<file path="config.mk">
export PLATFORM = sky130hd
export DESIGN_NAME = branch_redirect_fetch_control
export DESIGN_NICKNAME = d
export VERILOG_FILES = /design/src/rtl/mips_fetch_pkg.sv /design/src/rtl/branch_stat_counter.sv /design/src/rtl/branch_redirect_fetch_control.sv
export SDC_FILE = /design/constraint.sdc
export NUM_CORES = 1
export LEC_CHECK = 0
export CAP_MARGIN = 20
export CORE_MARGIN = 10
export CORE_UTILIZATION = 30
export CTS_CLUSTER_DIAMETER = 100
export DETAILED_ROUTE_END_ITERATION = 16
export MAX_ROUTING_LAYER = met4
export SETUP_SLACK_MARGIN = 0.4
export SLEW_MARGIN = 10
export SYNTH_ARGS = -nofsm -noshare
export SYNTH_HDL_FRONTEND = slang
export SYNTH_SLANG_ARGS = --single-unit
export TNS_END_PERCENT = 1
</file>
<file path="constraint.sdc">
create_clock -name clk -period 3.3 [get_ports clk]
set_clock_uncertainty 0.15 [all_clocks]
set_input_delay 0.66 -clock clk [delete_from_list [all_inputs] [get_ports clk]]
set_output_delay 0.66 -clock clk [all_outputs]
set_load 0.02 [all_outputs]
</file>
<file path="src/rtl/mips_fetch_pkg.sv">
// Shared fetch-side types and constants for the MIPS32 IF stage.
package mips_fetch_pkg;

   localparam int PC_W = 32;
   localparam logic [PC_W-1:0] DEFAULT_RESET_PC     = 32'h0000_0000;
   localparam logic [PC_W-1:0] DEFAULT_PC_INCREMENT = 32'd4;

   typedef enum logic {
      FETCH         = 1'b0,
      REDIRECT_WAIT = 1'b1
   } fetch_state_t;

   // Instruction fetches are word aligned; the low byte-offset bits are dropped.
   function automatic logic [PC_W-1:0] word_align(input logic [PC_W-1:0] addr);
      return addr & ~32'h0000_0003;
   endfunction

endpackage

</file>
<file path="src/rtl/branch_stat_counter.sv">
// Saturating 32-bit event counter with enable and synchronous reset.
module branch_stat_counter (
   input  logic        clk,
   input  logic        reset,
   input  logic        en_i,
   output logic [31:0] count_o
);

   logic [31:0] count_q;

   always_ff @(posedge clk) begin
      if (reset) begin
         count_q <= 32'h0;
      end else if (en_i && (count_q != 32'hFFFF_FFFF)) begin
         count_q <= count_q + 32'd1;
      end
   end

   assign count_o = count_q;

endmodule

</file>
<file path="src/rtl/branch_redirect_fetch_control.sv">
// PC owner for the IF stage: sequential advance, ID-resolved branch redirect, wrong-path squash.
// Optional branch statistics counters are built when BRANCH_STATS_EN is defined.
module branch_redirect_fetch_control
   import mips_fetch_pkg::*;
#(
   parameter logic [PC_W-1:0] RESET_PC     = DEFAULT_RESET_PC,
   parameter logic [PC_W-1:0] PC_INCREMENT = DEFAULT_PC_INCREMENT
) (
   input  logic            clk,
   input  logic            reset,
   input  logic            check_for_branch,
   input  logic            branch_decision,
   input  logic [PC_W-1:0] branch_target,
   input  logic            hazard_stall,
   input  logic            imem_ready,
   output logic [PC_W-1:0] pc,
   output logic [PC_W-1:0] pc_plus4,
   output logic            if_id_flush,
   output logic            if_id_write,
`ifdef BRANCH_STATS_EN
   output logic [31:0]     branch_count,
   output logic [31:0]     taken_count,
`endif
   output logic            redirect_pending
);

   fetch_state_t    state_q, state_d;
   logic [PC_W-1:0] pc_q, pc_d;
   logic [PC_W-1:0] target_buf_q, target_buf_d;
   logic            resolved;
   logic            take;

   // A stalled branch may see stale operands, so it only resolves once the stall drops.
   assign resolved = (state_q == FETCH) && check_for_branch && !hazard_stall;
   assign take     = resolved && branch_decision;

   assign pc_plus4 = pc_q + PC_INCREMENT;

   always_ff @(posedge clk) begin
      if (reset) begin
         state_q      <= FETCH;
         pc_q         <= RESET_PC;
         target_buf_q <= '0;
      end else begin
         state_q      <= state_d;
         pc_q         <= pc_d;
         target_buf_q <= target_buf_d;
      end
   end

   always_comb begin
      state_d      = state_q;
      pc_d         = pc_q;
      target_buf_d = target_buf_q;
      if_id_flush  = 1'b0;
      unique case (state_q)
         FETCH: begin
            if (take) begin
               if_id_flush = 1'b1;
               if (imem_ready) begin
                  pc_d = word_align(branch_target);
               end else begin
                  target_buf_d = word_align(branch_target);
                  state_d      = REDIRECT_WAIT;
               end
            end else if (imem_ready && !hazard_stall) begin
               pc_d = pc_plus4;
            end
         end
         REDIRECT_WAIT: begin
            if_id_flush = 1'b1;
            if (imem_ready) begin
               pc_d    = target_buf_q;
               state_d = FETCH;
            end
         end
         default: begin
            state_d = FETCH;
         end
      endcase
      if (reset) begin
         if_id_flush = 1'b1;
      end
   end

   assign pc               = pc_q;
   assign if_id_write      = imem_ready && !hazard_stall && !reset;
   assign redirect_pending = (state_q == REDIRECT_WAIT);

`ifdef BRANCH_STATS_EN
   branch_stat_counter u_branch_cnt (
      .clk     (clk),
      .reset   (reset),
      .en_i    (resolved),
      .count_o (branch_count)
   );

   branch_stat_counter u_taken_cnt (
      .clk     (clk),
      .reset   (reset),
      .en_i    (take),
      .count_o (taken_count)
   );
`endif

endmodule
</file>
# Yosys cells after proc, flatten, opt, wreduce, memory -nomap -nowiden

Cells that the tools add are included.

Memory bits (read-only): 0
Word-level logic and storage cells: 29
Memories: 0
Latch bits: 0
Output and inout bits: 67
Memory bits (writable): 0
Register bits: 63

Bitwise operators: 2
Reductions and logical operators: 9
Div/mod/pow operators: 0
Add/subtract/negate cells: 1
Mux-type cells: 11
Shift-type cells: 0
Equal/unequal tests: 3
$mul: 0
Magnitude comparators: 0

Operators with widths:

| cell                  | count |
|---|---|
| $mux 32               | 4 |
| $pmux 32 s2           | 1 |
| $add 32x3->32 const B | 1 |
| $reduce_and 3->1      | 2 |
| $logic_and 1x1->1     | 5 |
| $mux 1                | 4 |
| $pmux 1 s2            | 2 |
| $ne 3x2->1 const B    | 1 |
| $ne 3x3->1 const B    | 1 |
| $logic_not 1->1       | 2 |
| $ne 2x2->1 const B    | 1 |
| $not 1->1             | 2 |

# Depth between registers and ports, before layout

Word-level depth: 7
Mapped depth: 7
Mapped depth without buffers: 6

# Worst setup path after synthesis

No wires, ideal clock.

Path type: register to output
From: register pc_q[17], in the netlist pc[17]
To: output port pc_plus4[28]
Cell stages (with the launch flop): 7
Data required time: 2.490 ns
Arrival: 2.373 ns
Setup slack: 0.117 ns
Cells stage by stage: dfxtp_1 -> buf_2 -> nand4_1 -> or4_4 -> buf_6 -> or4_4 -> xnor2_1

Word-level cells in the longest chain between the ends: 1

RTL lines:

| what                   | line                                | text |
|---|---|---|
| start, declared        | branch_redirect_fetch_control.sv:28 | `logic [PC_W-1:0] pc_q, pc_d;` |
| start signal, assigned | branch_redirect_fetch_control.sv:46 | `pc_q <= pc_d;` |
| $add 32x3->32          | branch_redirect_fetch_control.sv:37 | `assign pc_plus4 = pc_q + PC_INCREMENT;` |
| end, declared          | branch_redirect_fetch_control.sv:17 | `output logic [PC_W-1:0] pc_plus4,` |

No other way between the ends.

# Final worst setup path

From: register pc_q[13], in the netlist pc[13]
To: output port pc_plus4[27]

The elaborated chain is that of the path after synthesis.

==> results.sh <==
export IMPL_yosys_area_share_simple_pct=27.0
export IMPL_power_per_cell_area_mw_per_mm2=398
export IMPL_ctsHtreeMaxLevel=3
export IMPL_grt_antenna_before_repair=0
export IMPL_die_h_um=129
export IMPL_num_vias=4052
export IMPL_status="finished clean"
export IMPL_synth_top_family_by_area="simple AND/OR/NAND/NOR gates"
export IMPL_first_pass_iters=5
export IMPL_synth_cell_area_sq_mm=0.00354
export IMPL_synth_xor_area_share_pct=6.18
export IMPL_drc_errors=0
export IMPL_io_buffers=98
export IMPL_initial_core_util_pct=30.9
export IMPL_multi_input_area_sq_mm=0.00225
export IMPL_wl_mm=13.8
export IMPL_grt_pass1_vias=3938
export IMPL_netlist_instances=475
export IMPL_finalHoldViolations=0
export IMPL_wire_per_inst_um=18.6
export IMPL_slowest_delay_ns=0.59
export IMPL_fin_total_pwr_mw=2.10
export IMPL_place_gp_congestion=0.871
export IMPL_cp_max_fo=6
export IMPL_cts_tree="done"
export IMPL_synth_seq_area_share_pct=34.5
export IMPL_synth_async_reset_ratio_pct=0
export IMPL_hold_class="register to register"
export IMPL_insertion_delay_ns=0.32
export IMPL_hold_depth=2
export IMPL_postCtsHoldBufs=0
export IMPL_setup_violations=0
export IMPL_fin_nets=635
export IMPL_end_kind="output pin"
export IMPL_synth_top_cell_area_share_pct=34.5
export IMPL_seqCellArea_sq_mm=0.00123
export IMPL_maxCapViolCount=0
export IMPL_cts_buffers=9
export IMPL_grt_remaining_overflow=0
export IMPL_clkTransAtPathRegs_ns=0.05
export IMPL_hold_ws_ns=0.297
export IMPL_path_class="register to output pin"
export IMPL_worstPathArrival_ns=2.30
export IMPL_dpl_hpwl_mm=10.2
export IMPL_rows=39
export IMPL_die_area_sq_mm=0.0165
export IMPL_avgSynthCellArea_sq_um=7.45
export IMPL_cp_depth=5
export IMPL_yosysUniqueCellTypes=55
export IMPL_ant_nets=0
export IMPL_fmax_mhz=321
export IMPL_cts_sinks=61
export IMPL_cp_start_kind="register"
export IMPL_fill_cells=1141
export IMPL_yosysWarnings=0
export IMPL_grt_pass1_wl_mm=21.7
export IMPL_coreArea_sq_mm=0.0115
export IMPL_reg2reg_depth=7
export IMPL_final_min_clock_period_ns=3.11
export IMPL_ioPinCount=105
export IMPL_ir_drop_mv=0.234
export IMPL_drive_gt1_share_pct=18.3
export IMPL_grt_start_max_net_pins=66
export IMPL_yosys_top_cells_count="90 x nand2_1, 61 x dfxtp_1, 48 x a21oi_1"
export IMPL_grt_use_total_pct=16.7
export IMPL_crit_top_cell="or4_4"
export IMPL_cts_root_buf="clkbuf_16"
export IMPL_worstMarginPinSlew_ns=0.722
export IMPL_fp_dieW_um=129
export IMPL_synth_edff_count=0
export IMPL_yosys_area_top_type="dfxtp_1"
export IMPL_path_buf_inv=1
export IMPL_fin_cells=744
export IMPL_viasPerCell=5.45
export IMPL_path_cells="nand4_4 -> or4_4 -> or4_4 -> xnor2_4 -> buf_2"
export IMPL_syn_to_final_growth_pct=48.9
export IMPL_fin_crit_sh_pct=94.3
export IMPL_grt_setup_unrepaired="yes"
export IMPL_cpLargestDelayFamily="simple AND/OR/NAND/NOR gates"
export IMPL_tns_ns=0
export IMPL_synth_compound_area_share_pct=24.1
export IMPL_required_ns=2.49
export IMPL_slew_viol_final=0
export IMPL_drt_initial_drc_count=375
export IMPL_power_leakage_nw=2.07
export IMPL_slew_headroom_pct=51.9
export IMPL_synth_flop_cell="dfxtp_1"
export IMPL_synth_seq_cells=61
export IMPL_place_inst=726
export IMPL_fin_util_pct=46.0
export IMPL_synthMuxAreaShare_pct=1.98
export IMPL_cts_path_max_buffers=2
export IMPL_synthTopCellsByArea="dfxtp_1 34%, nand2_1 9.5%, a21oi_1 6.8%"
export IMPL_antenna_cells=0
export IMPL_yosysMostFrequentCell="nand2_1"
export IMPL_cp_slowest_cell="or4_4"
export IMPL_synthAdderAreaFrac_pct=0.353
==> per-stage QoR <==
step / worst slack [ns] / area, sq um
2_1_floorplan: 0.391 / 3650
3_3_place_gp: 0.0908 / 4980
3_5_place_dp: 0.0494 / 4980
4_1_cts: 0.180 / 5260
5_1_grt: 0.0937 / 5270
6_report: 0.188 / 5270
==> final cells by class <==
class	count	share of cell area, %
Clock buffer	14	4.82
Timing Repair Buffer	148	25.0
Clock inverter	2	0.190
Multi-Input combinational cell	368	42.7
Sequential cell	61	23.4
Inverter	8	0.569
Tap cell	143	3.39
==> worst reg2reg max path: cells and delay by family, from the launching register on <==
| family | cells | cell delay [ns] |
|---|---|---|
| AOI/OAI and AO/OA | 4 | 0.82 |
| buffers and inverters | 3 | 1.08 |
| DFF | 1 | 0.32 |
==> sequential cells by signal, summed over array words and instances (netlist names) <==
| signal | cells |
|---|---|
| pc | 30 |
| target_buf_q | 30 |
| redirect_pending | 1 |
==> layout by cell type, fill, tap and decap left out, drive strengths merged, types with 7 or more instances in the layout <==
master / instances
dfxtp: 61
dlygate4sd2: 10
clkdlybuf4s50: 76
mux2i: 7
nor4: 9
buf: 56
nand2: 90
or2: 7
nand3: 12
nor3: 13
o22ai: 11
xor2: 10
xnor2: 15
o21ai: 19
nand4: 8
a21oi: 48
a211oi: 9
nor2: 37
clkbuf: 15
inv: 8
==> logic make-up (layout without fill, tap and decap cells) <==
logic type,count (synthesis),after routing
xor gates and xnor gates,25,25
and+or+nand+nor,198,198
adders and majority gates,1,1
buffers and inverters,49,172
other,1,4
AOI/OAI and AO/OA,133,133
muxes,7,7
DFF,61,61
==> path summary, 6_finish.rpt <==
check	to	slack, ns	start
setup / recovery	pc_plus4[27]	0.19	pc[13]
setup reg to reg	pc[26]	0.87	redirect_pending
hold / removal	target_buf_q[14]	0.30	target_buf_q[14]
hold reg to reg	target_buf_q[14]	0.30	target_buf_q[14]
==> power breakdown <==
part	internal, mW	switching [mW]
Combinational	0.211	0.247
Clock	0.526	0.314
Sequential	0.770	0.0320
==> routing by layer <==
metal	track usage, %	wire (um)	up-vias	share of wire, %
met3	3.12	1050	23	7.6
met2	26.2	6490	182	47
met4	4.65	224	0	1.6
li1	-	-	1942	-
met5	-	0	-	0
met1	21.5	6070	1905	44
==> what timing repair did <==
| action | 4_1_cts | 5_1_grt |
|---|---|---|
| buffers inserted | 2 | 0 |
| pin swaps | 3 | 0 |
| setup endpoints to repair | 26 | 28 |
| hold endpoints to repair | 0 | 0 |
| gates resized for setup | 47 | 6 |
No activity file was read; power rests on OpenSTA's default activity.
